==> src/rtl/vga_timing_pkg.sv <==
// Shared 640x480 mode constants, receiver FSM states and a small saturating helper,
// used by both the pixel-timing generator and the receiver.
package vga_timing_pkg;

  localparam int unsigned HActive = 640;
  localparam int unsigned HFront  = 16;
  localparam int unsigned HSync   = 96;
  localparam int unsigned HBack   = 48;
  localparam int unsigned HTotal  = HActive + HFront + HSync + HBack;

  localparam int unsigned VActive = 480;
  localparam int unsigned VFront  = 10;
  localparam int unsigned VSync   = 2;
  localparam int unsigned VBack   = 33;
  localparam int unsigned VTotal  = VActive + VFront + VSync + VBack;

  typedef enum logic [1:0] {
    StSearch,
    StCheck,
    StLocked
  } rx_state_e;

  function automatic logic [9:0] sat_inc10(input logic [9:0] v);
    return (v == 10'h3ff) ? v : v + 10'd1;
  endfunction

endpackage

==> src/rtl/vga_sync_edge.sv <==
// Registers one timing input, keeps a delayed copy and flags the transition into
// the active level (POL gives the active level).
module vga_sync_edge #(
  parameter logic POL = 1'b0
) (
  input  logic clk,
  input  logic reset,
  input  logic sig,
  output logic level,
  output logic rise
);

  logic sig_q, sig_dly_q;

  // Reset to the inactive level so leaving reset never fakes an edge.
  always_ff @(posedge clk) begin
    if (reset) begin
      sig_q     <= ~POL;
      sig_dly_q <= ~POL;
    end else begin
      sig_q     <= sig;
      sig_dly_q <= sig_q;
    end
  end

  assign level = (sig_q == POL);
  assign rise  = (sig_q == POL) && (sig_dly_q != POL);

endmodule

==> src/rtl/vga_timing_rx.sv <==
// Sink side of the VGA timing interface: recovers pixel position, measures line and
// frame length, and tracks lock against the expected mode.
module vga_timing_rx
  import vga_timing_pkg::*;
#(
  parameter int unsigned H_TOTAL     = HTotal,
  parameter int unsigned V_TOTAL     = VTotal,
  parameter logic        HS_POL      = 1'b0,
  parameter logic        VS_POL      = 1'b0,
  parameter int unsigned LOCK_FRAMES = 2
) (
  input  logic       clk,
  input  logic       reset,
  input  logic       hsync_in,
  input  logic       vsync_in,
  input  logic       de_in,
  output logic [9:0] rx_sx,
  output logic [9:0] rx_sy,
  output logic       rx_de,
  output logic       locked,
  output logic [9:0] line_len,
  output logic [9:0] frame_lines,
  output logic       err,
  output logic [7:0] err_count
);

  localparam logic [10:0] Timeout  = 11'(2 * H_TOTAL);
  localparam logic [9:0]  HLast    = 10'(H_TOTAL - 1);
  localparam logic [9:0]  HExp     = 10'(H_TOTAL);
  localparam logic [9:0]  VExp     = 10'(V_TOTAL);
  localparam logic [3:0]  LockGood = 4'(LOCK_FRAMES);

  logic hs_act, vs_act, de_q, hs_edge, vs_edge, de_rise;

  vga_sync_edge #(.POL(HS_POL)) u_hs (
    .clk(clk), .reset(reset), .sig(hsync_in), .level(hs_act), .rise(hs_edge)
  );
  vga_sync_edge #(.POL(VS_POL)) u_vs (
    .clk(clk), .reset(reset), .sig(vsync_in), .level(vs_act), .rise(vs_edge)
  );
  vga_sync_edge #(.POL(1'b1)) u_de (
    .clk(clk), .reset(reset), .sig(de_in), .level(de_q), .rise(de_rise)
  );

  logic unused_act;
  assign unused_act = hs_act ^ vs_act;

  rx_state_e   state_q, state_d;
  logic [3:0]  good_q, good_d;
  logic [10:0] h_cnt_q, h_len;
  logic [9:0]  v_cnt_q, line_cap, frame_cap;
  logic        frame_start_q, meas_valid_q, meas_valid_d, lines_ok_q;
  logic        timeout, line_bad, frame_ok, loss;

  // h_cnt runs past 1023 so the 2-line timeout stays reachable; line_len still saturates.
  assign h_len     = h_cnt_q + 11'd1;
  assign line_cap  = (h_len > 11'd1023) ? 10'd1023 : h_len[9:0];
  assign frame_cap = hs_edge ? sat_inc10(v_cnt_q) : v_cnt_q;
  assign timeout   = (h_cnt_q >= Timeout);
  assign line_bad  = hs_edge && meas_valid_q && (line_cap != HExp);
  assign frame_ok  = lines_ok_q && !line_bad && (frame_cap == VExp);

  always_comb begin
    state_d = state_q;
    good_d  = good_q;
    loss    = 1'b0;
    unique case (state_q)
      StSearch: begin
        if (vs_edge) begin
          state_d = StCheck;
          good_d  = '0;
        end
      end
      StCheck: begin
        if (timeout) begin
          state_d = StSearch;
        end else if (vs_edge) begin
          if (frame_ok) begin
            good_d = good_q + 4'd1;
            if (good_d >= LockGood) state_d = StLocked;
          end else begin
            good_d = '0;
          end
        end
      end
      StLocked: begin
        if (line_bad || timeout || (vs_edge && !frame_ok)) begin
          state_d = StSearch;
          loss    = 1'b1;
        end
      end
      default: state_d = StSearch;
    endcase
  end

  // The first hsync edge after (re)entering search only arms the line measurement.
  always_comb begin
    meas_valid_d = meas_valid_q;
    if (state_d == StSearch && state_q != StSearch) meas_valid_d = 1'b0;
    else if (hs_edge)                               meas_valid_d = 1'b1;
  end

  always_ff @(posedge clk) begin
    if (reset) begin
      state_q       <= StSearch;
      good_q        <= '0;
      locked        <= 1'b0;
      err           <= 1'b0;
      err_count     <= '0;
      rx_sx         <= '0;
      rx_sy         <= '0;
      rx_de         <= 1'b0;
      frame_start_q <= 1'b0;
      h_cnt_q       <= '0;
      v_cnt_q       <= '0;
      line_len      <= '0;
      frame_lines   <= '0;
      meas_valid_q  <= 1'b0;
      lines_ok_q    <= 1'b1;
    end else begin
      state_q      <= state_d;
      good_q       <= good_d;
      locked       <= (state_d == StLocked);
      err          <= loss;
      meas_valid_q <= meas_valid_d;
      if (loss && err_count != 8'hff) err_count <= err_count + 8'd1;

      rx_de <= de_q;
      if (de_rise)             rx_sx <= '0;
      else if (rx_sx == HLast) rx_sx <= '0;
      else                     rx_sx <= rx_sx + 10'd1;

      if (de_rise) rx_sy <= frame_start_q ? 10'd0 : sat_inc10(rx_sy);
      if (vs_edge)      frame_start_q <= 1'b1;
      else if (de_rise) frame_start_q <= 1'b0;

      if (hs_edge) begin
        line_len <= line_cap;
        h_cnt_q  <= '0;
      end else if (!timeout) begin
        h_cnt_q  <= h_len;
      end

      if (vs_edge) begin
        frame_lines <= frame_cap;
        v_cnt_q     <= '0;
        lines_ok_q  <= 1'b1;
      end else begin
        if (hs_edge)  v_cnt_q    <= sat_inc10(v_cnt_q);
        if (line_bad) lines_ok_q <= 1'b0;
      end
    end
  end

endmodule

==> config.mk <==
export PLATFORM = sky130hd
export DESIGN_NAME = vga_timing_rx
export DESIGN_NICKNAME = d
export VERILOG_FILES = /design/src/rtl/vga_timing_pkg.sv /design/src/rtl/vga_sync_edge.sv /design/src/rtl/vga_timing_rx.sv
export SDC_FILE = /design/constraint.sdc
export NUM_CORES = 1
export LEC_CHECK = 0
export BUFFER_PORTS_ARGS = -buffer_cell sky130_fd_sc_hd__buf_2
export CAP_MARGIN = 20
export CELL_PAD_IN_SITES_DETAIL_PLACEMENT = 2
export CELL_PAD_IN_SITES_GLOBAL_PLACEMENT = 2
export CORE_UTILIZATION = 34
export CTS_CLUSTER_SIZE = 24
export DETAILED_ROUTE_END_ITERATION = 10
export PLACE_DENSITY = 0.87
export RECOVER_POWER = 50
export SLEW_MARGIN = 10
export SYNTH_ARGS = -nofsm -noshare
export SYNTH_HDL_FRONTEND = slang
export SYNTH_SLANG_ARGS = --single-unit
==> constraint.sdc <==
create_clock -name clk -period 4 [get_ports clk]
set_input_delay 0.2 -clock clk [delete_from_list [all_inputs] [get_ports clk]]
set_output_delay 0.2 -clock clk [all_outputs]
set_load 0.1 [all_outputs]
======== After elaboration in Yosys (flattened, before gate mapping) ========
Index checks and enable logic that the tools add are counted.
word-level totals
  register bits ........................... 86
  latch bits .............................. 0
  bits in writable memories ............... 0
  bits in read-only memories .............. 0
  bits of input ports ..................... 5
  output and inout port bits .............. 51
  word-level logic and storage cells ...... 91
  memories ................................ 0
operators by class
  add/subtract/negate cells ............... 6
  multiply operators ...................... 0
  divide/modulo/power cells ............... 0
  magnitude comparators ................... 3
  eq/ne operators ......................... 13
  shifts and indexed selects .............. 0
  muxes and demuxes ....................... 21
  bitwise logic cells ..................... 3
  reductions and logical operators ........ 25
operators by type and width
  kind                   count
  $mux 10                5
  $eq 10x10->1 const B   4
  $add 10x1->10 const B  3
  $mux 4                 4
  $mux 2                 6
  $add 11x1->11 const B  1
  $ge 11x11->1 const B   1
  $gt 11x10->1 const B   1
  $logic_and 1x1->1      10
  $ne 10x10->1 const B   1
  $add 8x1->8 const B    1
  $ne 2x2->1 const B     4
  $ne 8x8->1 const B     1
  $pmux 4 s2             1
  $pmux 2 s3             1
  $reduce_bool 2->1      3
  $reduce_or 2->1        3
  $add 4x1->4 const B    1
  $eq 2x2->1 const B     2
  $ge 4x2->1 const B     1
  $logic_not 2->1        2
  $mux 1                 4
  $reduce_and 4->1       1
  $not 1->1              3
  5 further kinds        7

======== Longest topological paths before layout ========
Gate-level depths: netlist of run 1.
  word-level depth ........................ 16
  gate-level depth with buffers ........... 11
  depth with buffers taken out ............ 9

======== By module ========
From an unflattened synthesis of run 1, not the netlist that was laid out.
second synthesis, totals
  cells, all modules ...................... 495
  area, all modules ....................... 4177.8 um^2
by module, submodules not included
  module                    times used  cells an instance  area each (um^2)  seq. area each (um^2)
  vga_timing_rx             1           478                3991.3            1621.6
  vga_sync_edge (u_hs ...)  2           6                  62.6              40.0
  vga_sync_edge (u_de)      1           5                  61.3              40.0

======== Least setup slack after synthesis of run 1 ========
No wires, ideal clock.
  path kind ............................... register -> register
  start ................................... reg v_cnt_q[0]
  end ..................................... reg err_count[5]
  library setup time ...................... 67 ps
  arrival ................................. 2780 ps
  required time ........................... 3933 ps
  setup slack ............................. 1152 ps
  cell stages (with the launch flop) ...... 12
  path buffers ............................ 2
  clock period less this slack ............ 2848 ps
  cells stage by stage .................... dfxtp_1 -> ha_1 -> buf_4 -> nand4_2 -> nor4_4 -> a22oi_1 -> or4b_4 -> o31a_1 -> o31ai_4 -> buf_6 -> o31ai_1 -> a21oi_2
on the way
  word-level cells in the longest chain between the ends .. 11
  elaborated cells between the ends (all ways) .. 12
  classes of those cells .................. add/sub (1); eq/ne (2); mux (4); reduce/logical (5)
ends and longest elaborated chain
  item                                                  line                  RTL
  start, declared                                       vga_timing_rx.sv:51   logic [9:0] v_cnt_q, line_cap, frame_cap;
  start signal, assigned                                vga_timing_rx.sv:149  if (hs_edge) v_cnt_q <= sat_inc10(v_cnt_q);
  $add 10x1->10 / $eq 10x10->1 (equally long branches)  vga_timing_pkg.sv:24  return (v == 10'h3ff) ? v : v + 10'd1;
  $mux 10                                               n/a
  $mux 10 *                                             n/a
  $eq 10x10->1 *                                        vga_timing_rx.sv:61   assign frame_ok = lines_ok_q && !line_bad && (frame_cap == VExp);
  $logic_and 1x1->1 *                                   vga_timing_rx.sv:61
  $logic_not 1->1 *                                     vga_timing_rx.sv:87   if (line_bad || timeout || (vs_edge && !frame_ok)) begin
  $logic_and 1x1->1 *                                   vga_timing_rx.sv:87
  $logic_or 1x1->1 *                                    vga_timing_rx.sv:87
  $mux 1 *                                              vga_timing_rx.sv:87
  $mux 1 *                                              vga_timing_rx.sv:67   unique case (state_q)
  $logic_and 1x1->1 *                                   vga_timing_rx.sv:126  if (loss && err_count != 8'hff) err_count <= err_count + 8'd1;
  end signal, assigned                                  vga_timing_rx.sv:126
  end, declared                                         vga_timing_rx.sv:24   output logic [7:0] err_count
Mark *: on every way between the ends. The rest lies on a longest branch, timed or not.
A chain may end at the register's enable or synchronous reset.

======== Worst setup path in the final report of run 1 ========
  start ................................... reg v_cnt_q[0]
  end ..................................... reg err_count[4]
The elaborated chain is that of the path after synthesis.

==> reports/metrics.yaml, run 1 <==
synth.avg_cell_area_um2: 8.37
cts_max_level: 3
tightest_slew_ns: 1.97
maxSlewHeadroom_pct: -31.4
r2r_start: "v_cnt_q[0]$_SDFF_PP0_"
grt_use_met1_pct: 25.0
startpoint_type: "register"
fin_crit_sh_pct: 87.7
top_usage_layer: "met2"
grt_usage_pct: 21.0
cts-root-buf: "clkbuf_16"
grt_pass1_wl_um: 20800
wl_per_cell_um: 18.3
worstReg2RegEnd: "err_count[4]$_SDFFE_PP0P_"
outcome: "finished, violations left"
synth-seq-cells: 86
synth.distinct_cells: 58
antenna_found_initial: 0
gp_congestion: 0.785
dieArea_um2: 12400
violations: "DRC, capacitance limit, slew limit"
clock_sinks: 86
yosys-top-cells-area: "dfxtp_1 (42%), nor2_1 (5.9%), nand2_1 (4.2%)"
hpwlAfterDp_um: 8430
yosysMostFrequentCell: "dfxtp_1"
grt_max_degree: 45
drtIter0Drc: 134
fill_cells: 1326
routed_via_density: 5.53
comb_power_share_pct: 8.6
slowest_delay_ns: 0.56
hold_buffers: 0
fmax_mhz: 285
vdd_ir_drop_max_v: 0.000149
finalSetupViolCount: 0
rsz0062_at_grt: "false"
p_int_uw: 1470
cts_tree: "done"
ys_seq_area_share_pct: 42.3
drtPass1Iterations: 7
path_delay_family: "simple AND/OR/NAND/NOR gates"
cp-startpoint: "v_cnt_q[0]$_SDFF_PP0_"
routed_wl_um: 12300
p_per_area_nw_per_um2: 422
synth_edf_count: 0
slowest_stage: "or4b_4"
grt_use_met3_pct: 3.70
clock_skew_ns: 0.00770
synth_common_cells: "dfxtp_1 (86), nor2_1 (64), nand2_1 (46), a21oi_1 (24), nand3_1 (20)"
cts_resized: 0
clockPowerShare_pct: 45.9
arrival_ns: 3.64
ff2ff_setup_slack_ns: 0.49
final.setup.tns_ns: 0
grt_pass1_vias: 4011
place_area_um2: 4410
power.share.switching_pct: 25.4
p_total_uw: 1960
port_buffers: 55
cp_max_fo: 12
synth_ff_type: "dfxtp_1"
synth_area_um2: 4070
required_ns: 4.13
start_util_pct: 35.2
period_needed_ns: 3.51
synth_nets: 500
ant_nets: 0
yosysWarnings: 0
holdPathEnd: "u_hs.sig_q$_SDFF_PP1_"
fin_nets: 542
postCtsSetupBuffers: 0
yosysTopAreaCell: "dfxtp_1"
drv_cap: 1
num_vias: 3724
die_y_um: 111
row_count: 39
min_from: "hsync_in"
coreArea_um2: 11600
power_switching_uw: 498
fp.dieW_um: 111
cts.clk_slew.worst_paths_ns: 0.06
synth_cells: 486
numCtsBuffers: 9
r2r_cells: 9
whs_path_depth: 2
power_leakage_uw: 0.00160
async_flop_share_pct: 0
ios: 56
critical_path_buf_inv_count: 0
use_met2_pct: 37.0
final_hold_viol_count: 0
grt-ovfl-total: 0
antenna_cells: 0
maxSlewViolCount: 45
cp-end-kind: "register"
remaining_drc_errors: 4
hold_class: "input port to register"
clk-insertion-delay-late_ns: 0.34
seqPwrFrac_pct: 45.5
path_class: "register to register"
syn2layout_area_growth_pct: 14.3
crit_chain: "ha_1 > nand4_2 > nor4_4 > a22oi_1 > or4b_4 > o31a_1 > o31ai_4 > or3_1 > a21oi_1"
layout-drive-gt1-share_pct: 6.21
clock_path_buffers: 2
finish.instance_area_um2: 4650
synth_top_area_share_pct: 42.3
## per-layer routing
metal	share of wire [%]	vias to the layer above
li1	-	1785
met1	45	1852
met2	50	62
met3	2.7	25
met4	2.5	0
met5	0	-
## logic make-up (layout without fill, tap and decap cells)
kind of cell,Yosys count,after routing,synth area share (%)
buf+inv,40,85,4.46
fa+ha+maj,9,9,2.77
xor+xnor,27,27,5.81
flops,86,86,42.3
compound gates,93,93,15.0
simple gates,226,226,28.4
mux,5,5,1.26
## worst reg2reg max path, delay by kind of cell, from the launching register on
family / cells / cell delay (ns)
AO/OA/AOI/OAI: 4 / 1.17
flip-flops: 1 / 0.43
AND/OR/NAND/NOR: 4 / 1.34
adder cells (fa/ha/maj): 1 / 0.38
## placed cells by master (no fill, tap or decap), types with 4 or more instances in the layout
cell,n
and2_1,5
nor2_1,64
o21ai_1,7
nand2_1,46
or3_1,10
a31oi_1,7
xnor2_1,11
dfxtp_1,86
o21ai_0,18
nand3_1,20
mux2i_1,4
or2_2,5
clkbuf_16,9
nor2b_1,9
nand2b_1,12
a311oi_1,4
inv_1,15
clkbuf_1,53
nor4_1,6
a211oi_1,6
and3_1,5
nand4_1,14
o31ai_1,4
ha_1,9
a21oi_1,24
nor3_1,13
xor2_1,16
## registers in the layout, indices dropped and copies added, names as in the netlist
signal and flops:
u_hs.sig_q 1, v_cnt_q 10, lines_ok_q 1, rx_sx 10, locked 1, err_count 8
u_vs.sig_dly_q 1, u_hs.sig_dly_q 1, meas_valid_q 1, u_vs.sig_q 1, h_cnt_q 11, u_de.level 1
frame_start_q 1, frame_lines 10, err 1, u_de.sig_dly_q 1, good_q 4, line_len 10
state_q 2, rx_sy 10
## cell type report
| type | instances | area (um^2) | share of cell area (%) |
|---|---|---|---|
| clock buffer | 11 | 243 | 5.22 |
| clock inverter | 3 | 68.8 | 1.48 |
| inverter | 15 | 56.3 | 1.21 |
| multi-input combinational | 360 | 2170 | 46.6 |
| sequential | 86 | 1720 | 37.0 |
| tap | 143 | 179 | 3.85 |
| timing repair buffer | 56 | 218 | 4.68 |
## power by group through the flow
| stage | logic, uW | clock network (uW) | registers, uW |
|---|---|---|---|
| 5_1_grt | 180 | 953 | 896 |
| 4_1_cts | 172 | 920 | 893 |
| 6_report | 168 | 902 | 894 |
| 2_1_floorplan | 67.3 | 0 | 976 |
| 3_5_place_dp | 169 | 0 | 912 |
| 3_3_place_gp | 163 | 0 | 909 |
## per-stage QoR
step                      hold slack (ns)  cells  util, %  setup WS, ns
after global routing               0.0478    674     40.2         0.304
after CTS                          0.0403    674     40.8         0.578
after global placement              0.387    660     38.1         0.771
final                              0.0460    674     40.2         0.492
after detailed placement            0.395    660     38.1         0.617
after floorplan                     0.304    486        -          1.15
## worst max-delay path by stage
stage,end,slack [ns],cells past startpoint
floorplan,err_count[5]$_SDFFE_PP0P_,1.15,11
global placement,err_count[5]$_SDFFE_PP0P_,0.77,9
detailed placement,err_count[5]$_SDFFE_PP0P_,0.62,9
CTS,err_count[5]$_SDFFE_PP0P_,0.58,9
global route,err_count[2]$_SDFFE_PP0P_,0.30,9
finish,err_count[4]$_SDFFE_PP0P_,0.49,9
Note: power is estimated with default switching activity, not from simulation.
==> run 2, diff against run 1 <==
--- a/config.mk
+++ b/config.mk
@@ -9,6 +9,7 @@
 export CAP_MARGIN = 20
 export CELL_PAD_IN_SITES_DETAIL_PLACEMENT = 2
 export CELL_PAD_IN_SITES_GLOBAL_PLACEMENT = 2
+export CORE_MARGIN = 1.5
 export CORE_UTILIZATION = 34
 export CTS_CLUSTER_SIZE = 24
 export DETAILED_ROUTE_END_ITERATION = 10
==> reports/metrics.yaml, run 2 (same netlist as run 1, synthesis figures left out) <==
num_vias: 3695
cts_resized: 0
p_int_uw: 1390
hold_class: "input port to register"
required_ns: 4.15
grt_usage_pct: 20.4
clock_sinks: 86
grt_max_degree: 45
cts_max_level: 3
clockPowerShare_pct: 44.8
ant_nets: 0
grt-ovfl-total: 0
layout_common_cells: "dfxtp_1 (86), nor2_1 (64), clkbuf_1 (52), nand2_1 (46), a21oi_1 (24)"
path_class: "register to register"
layout_commonest_cell: "dfxtp_1"
whs_ns: 0.0278
clock_path_buffers: 2
die_y_um: 112
critical_path_buf_inv_count: 0
ff2ff_setup_slack_ns: 0.47
cts_tree: "done"
cts.clk_slew.worst_paths_ns: 0.07
power_switching_uw: 527
power_leakage_uw: 0.00158
numCtsBuffers: 9
cp_max_fo: 12
cts-root-buf: "clkbuf_16"
p_total_uw: 1920
maxSlewHeadroom_pct: -34.6
wl_per_cell_um: 17.9
fin_nets: 542
start_util_pct: 35.2
drtIter0Drc: 148
final_hold_viol_count: 0
postCtsSetupBuffers: 0
drv_cap: 1
cp-end-kind: "register"
layout-drive-gt1-share_pct: 6.75
p_per_area_nw_per_um2: 413
hpwlAfterDp_um: 8710
place_area_um2: 4410
port_buffers: 55
fp.dieW_um: 112
antenna_found_initial: 0
fin_cells: 676
path_delay_family: "compound AO/OA/AOI/OAI gates"
fmax_mhz: 283
crit_chain: "ha_1 > nand4_2 > o31ai_2 > a31oi_1 > or4b_4 > o31a_1 > o31ai_4 > or4_1 > a21oi_2"
slowest_stage: "or4b_4"
clock_skew_ns: 0.00692
place_inst: 660
vdd_ir_drop_max_v: 0.000192
power.share.switching_pct: 27.5
hold_buffers: 0
grt_pass1_vias: 3994
remaining_drc_errors: 0
routed_via_density: 5.47
slowest_delay_ns: 0.58
fin_crit_sh_pct: 88.4
coreArea_um2: 11600
rsz0062_at_grt: "false"
outcome: "finished, violations left"
finalSetupViolCount: 0
final.setup.tns_ns: 0
antenna_cells: 0
dieArea_um2: 12600
gp_congestion: 0.772
startpoint_type: "register"
seqPwrFrac_pct: 46.6
violations: "capacitance limit, slew limit"
drtPass1Iterations: 6
comb_power_share_pct: 8.6
arrival_ns: 3.68
routed_wl_um: 12100
regMostFlops: "h_cnt_q"
clk-insertion-delay-late_ns: 0.35
finish.instance_area_um2: 4640
row_count: 39
period_needed_ns: 3.53
largest_reg_flops: 11
tightest_slew_ns: 2.02
ios: 56
syn2layout_area_growth_pct: 14.0
grt_pass1_wl_um: 20400
maxSlewViolCount: 45
run 2: changes by cell type in the layout (fill, tap and decap cells not counted):
cell        change
clkinvlp_4      +4
bufinv_16       -1
clkinv_2        +1
clkbuf_8        -1
clkbuf_1        -1
run 2: stage by stage:
stage	utilization, %	worst slack [ns]
floorplan	-	1.15
detailed placement	38.1	0.576
finish	40.1	0.466
global placement	38.1	0.764
CTS	40.7	0.523
global route	40.1	0.244
run 2: worst reg2reg max path: stages, from the launching register on:
cell,delay (ns)
dfxtp_1,0.43
ha_1,0.39
nand4_2,0.24
o31ai_2,0.34
a31oi_1,0.14
or4b_4,0.58
o31a_1,0.40
o31ai_4,0.55
or4_1,0.22
a21oi_2,0.05
run 2: layer usage:
layer  part of all wire (%)  track usage [%]  routed length [um]  vias up
li1                       -                -                   -     1788
met1                     44             24.2                5320     1851
met2                     52             36.6                6270       41
met3                    2.4             3.83                 286       15
met4                    1.7             7.34                 203        0
met5                      0                0                   0        -
run 2: power groups by stage:
stage	clock network, uW	logic (uW)	registers, uW
6_report	859	165	892
5_1_grt	923	177	895
4_1_cts	882	170	892
3_5_place_dp	0	168	912
3_3_place_gp	0	164	910
2_1_floorplan	0	67.3	976
run 2: area by class of cell:
| type | instances | area (um^2) |
|---|---|---|
| Fill cell | 1339 | 6920 |
| Tap cell | 143 | 179 |
| Timing Repair Buffer | 56 | 218 |
| Clock inverter | 7 | 73.8 |
| Sequential cell | 86 | 1720 |
| Clock buffer | 9 | 225 |
| Multi-Input combinational cell | 360 | 2170 |
| Inverter | 15 | 56.3 |
run 2: worst paths after layout:
check,startpoint,depth (start not counted),endpoint
max,v_cnt_q[0]$_SDFF_PP0_,9,err_count[5]$_SDFFE_PP0P_
min,hsync_in,2,u_hs.sig_q$_SDFF_PP1_
max reg2reg,v_cnt_q[0]$_SDFF_PP0_,9,err_count[5]$_SDFFE_PP0P_
min reg2reg,frame_lines[0]$_SDFFE_PP0P_,2,frame_lines[0]$_SDFFE_PP0P_
==> run 3, diff against run 2 <==
--- a/config.mk
+++ b/config.mk
@@ -13,6 +13,7 @@
 export CORE_UTILIZATION = 34
 export CTS_CLUSTER_SIZE = 24
 export DETAILED_ROUTE_END_ITERATION = 10
+export GPL_TIMING_DRIVEN = 0
 export PLACE_DENSITY = 0.87
 export RECOVER_POWER = 50
 export SLEW_MARGIN = 10
==> reports/metrics.yaml, run 3 (same netlist as run 1, synthesis figures left out) <==
outcome: "finished, final reports clean"
layout_commonest_cell: "dfxtp_1"
comb_power_share_pct: 8.5
min_from: "vsync_in"
final_hold_viol_count: 0
grt_pass1_wl_um: 20900
holdPathEnd: "u_vs.sig_q$_SDFF_PP1_"
antenna_found_initial: 0
ff2ff_setup_slack_ns: 0.52
grt_pass1_vias: 4093
drtIter0Drc: 146
start_util_pct: 35.2
p_per_area_nw_per_um2: 431
hpwlAfterDp_um: 9090
layout_common_cells: "dfxtp_1 (86), clkbuf_1 (64), nor2_1 (64), nand2_1 (46), a21oi_1 (24)"
ios: 56
num_vias: 3807
grt_max_degree: 14
remaining_drc_errors: 0
cp-end-kind: "register"
cts-root-buf: "clkbuf_16"
antenna_cells: 0
syn2layout_area_growth_pct: 17.9
clock_skew_ns: 0.00757
grt-ovfl-total: 0
required_ns: 4.21
clock_path_buffers: 2
regMostFlops: "h_cnt_q"
layout-drive-gt1-share_pct: 8.27
coreArea_um2: 11600
tightest_slew_ns: 1.18
finalSetupViolCount: 0
rsz0062_at_grt: "false"
power.share.switching_pct: 24.8
routed_wl_um: 12400
fin_nets: 565
cts_resized: 0
routed_via_density: 5.45
power_switching_uw: 513
cts_tree: "done"
path_class: "register to register"
gp_congestion: 0.816
power_leakage_uw: 0.00169
dieArea_um2: 12600
maxSlewViolCount: 0
clk-insertion-delay-late_ns: 0.35
cts_max_level: 3
fin_crit_sh_pct: 87.0
startpoint_type: "register"
worstReg2RegEnd: "err_count[4]$_SDFFE_PP0P_"
final.setup.tns_ns: 0
numCtsBuffers: 9
postCtsSetupBuffers: 0
hold_class: "input port to register"
r2r_cells: 11
ant_nets: 0
p_int_uw: 1550
fmax_mhz: 287
cts.clk_slew.worst_paths_ns: 0.06
whs_ns: 0.0376
wl_per_cell_um: 17.8
port_buffers: 54
r2r_start: "v_cnt_q[0]$_SDFF_PP0_"
largest_reg_flops: 11
clockPowerShare_pct: 48.5
maxSlewHeadroom_pct: 21.3
hold_buffers: 0
grt_usage_pct: 20.9
whs_path_depth: 2
vdd_ir_drop_max_v: 0.000194
drv_cap: 0
drtPass1Iterations: 6
fp.dieW_um: 112
period_needed_ns: 3.48
seqPwrFrac_pct: 43.0
row_count: 39
clock_sinks: 86
arrival_ns: 3.70
die_y_um: 112
cp_max_fo: 10
## run 3: metrics by stage
step / setup slack, ns / cells / power, uW / util, % / instance area [um^2]
floorplan: 1.15 / 486 / 1040 / - / 4070
global placement: 0.809 / 683 / 1080 / 39.1 / 4520
detailed placement: 0.685 / 683 / 1090 / 39.1 / 4520
CTS: 0.630 / 699 / 2090 / 42.1 / 4870
global route: 0.304 / 699 / 2130 / 41.5 / 4800
finish: 0.518 / 699 / 2070 / 41.5 / 4800
## run 3: worst max-delay path, stage by stage, from the launching register on
cell and delay, ns:
dfxtp_1 0.45, ha_1 0.20, buf_4 0.16, nand4_1 0.30, o31ai_2 0.37, a31oi_1 0.15, or4b_4 0.59, o31a_1 0.40
o31ai_4 0.35, buf_6 0.19, or3_1 0.12, a21oi_1 0.06
## run 3: how the worst max path moves through the flow
stage | to | cells past startpoint | startpoint
final | err_count[4]$_SDFFE_PP0P_ | 11 | v_cnt_q[0]$_SDFF_PP0_
after global routing | err_count[4]$_SDFFE_PP0P_ | 11 | v_cnt_q[0]$_SDFF_PP0_
after CTS | err_count[4]$_SDFFE_PP0P_ | 11 | v_cnt_q[0]$_SDFF_PP0_
after detailed placement | err_count[4]$_SDFFE_PP0P_ | 11 | v_cnt_q[0]$_SDFF_PP0_
after global placement | locked$_SDFF_PP0_ | 10 | h_cnt_q[1]$_SDFFE_PP0N_
after floorplan | err_count[5]$_SDFFE_PP0P_ | 11 | v_cnt_q[0]$_SDFF_PP0_
## run 3: layout make-up
cell class | count | area, um^2
Buffer | 25 | 125
Clock buffer | 13 | 260
Clock inverter | 3 | 90.1
Fill cell | 1336 | 6770
Inverter | 15 | 56.3
Multi-Input combinational cell | 360 | 2160
Sequential cell | 86 | 1720
Tap cell | 143 | 179
Timing Repair Buffer | 54 | 206
## run 3: per-layer routing
metal,global-route usage (%),wire length [um],vias up
met2,37.3,6430,48
li1,-,-,1839
met5,0,0,-
met1,25.0,5480,1907
met4,8.19,191,0
met3,3.56,342,13
## run 3: power by group through the flow
stage,Sequential [uW],Combinational (uW),Clock [uW]
after floorplan,976,67.3,0
after global placement,906,173,0
after detailed placement,908,179,0
after CTS,889,181,1020
after global routing,892,189,1050
final,889,175,1000
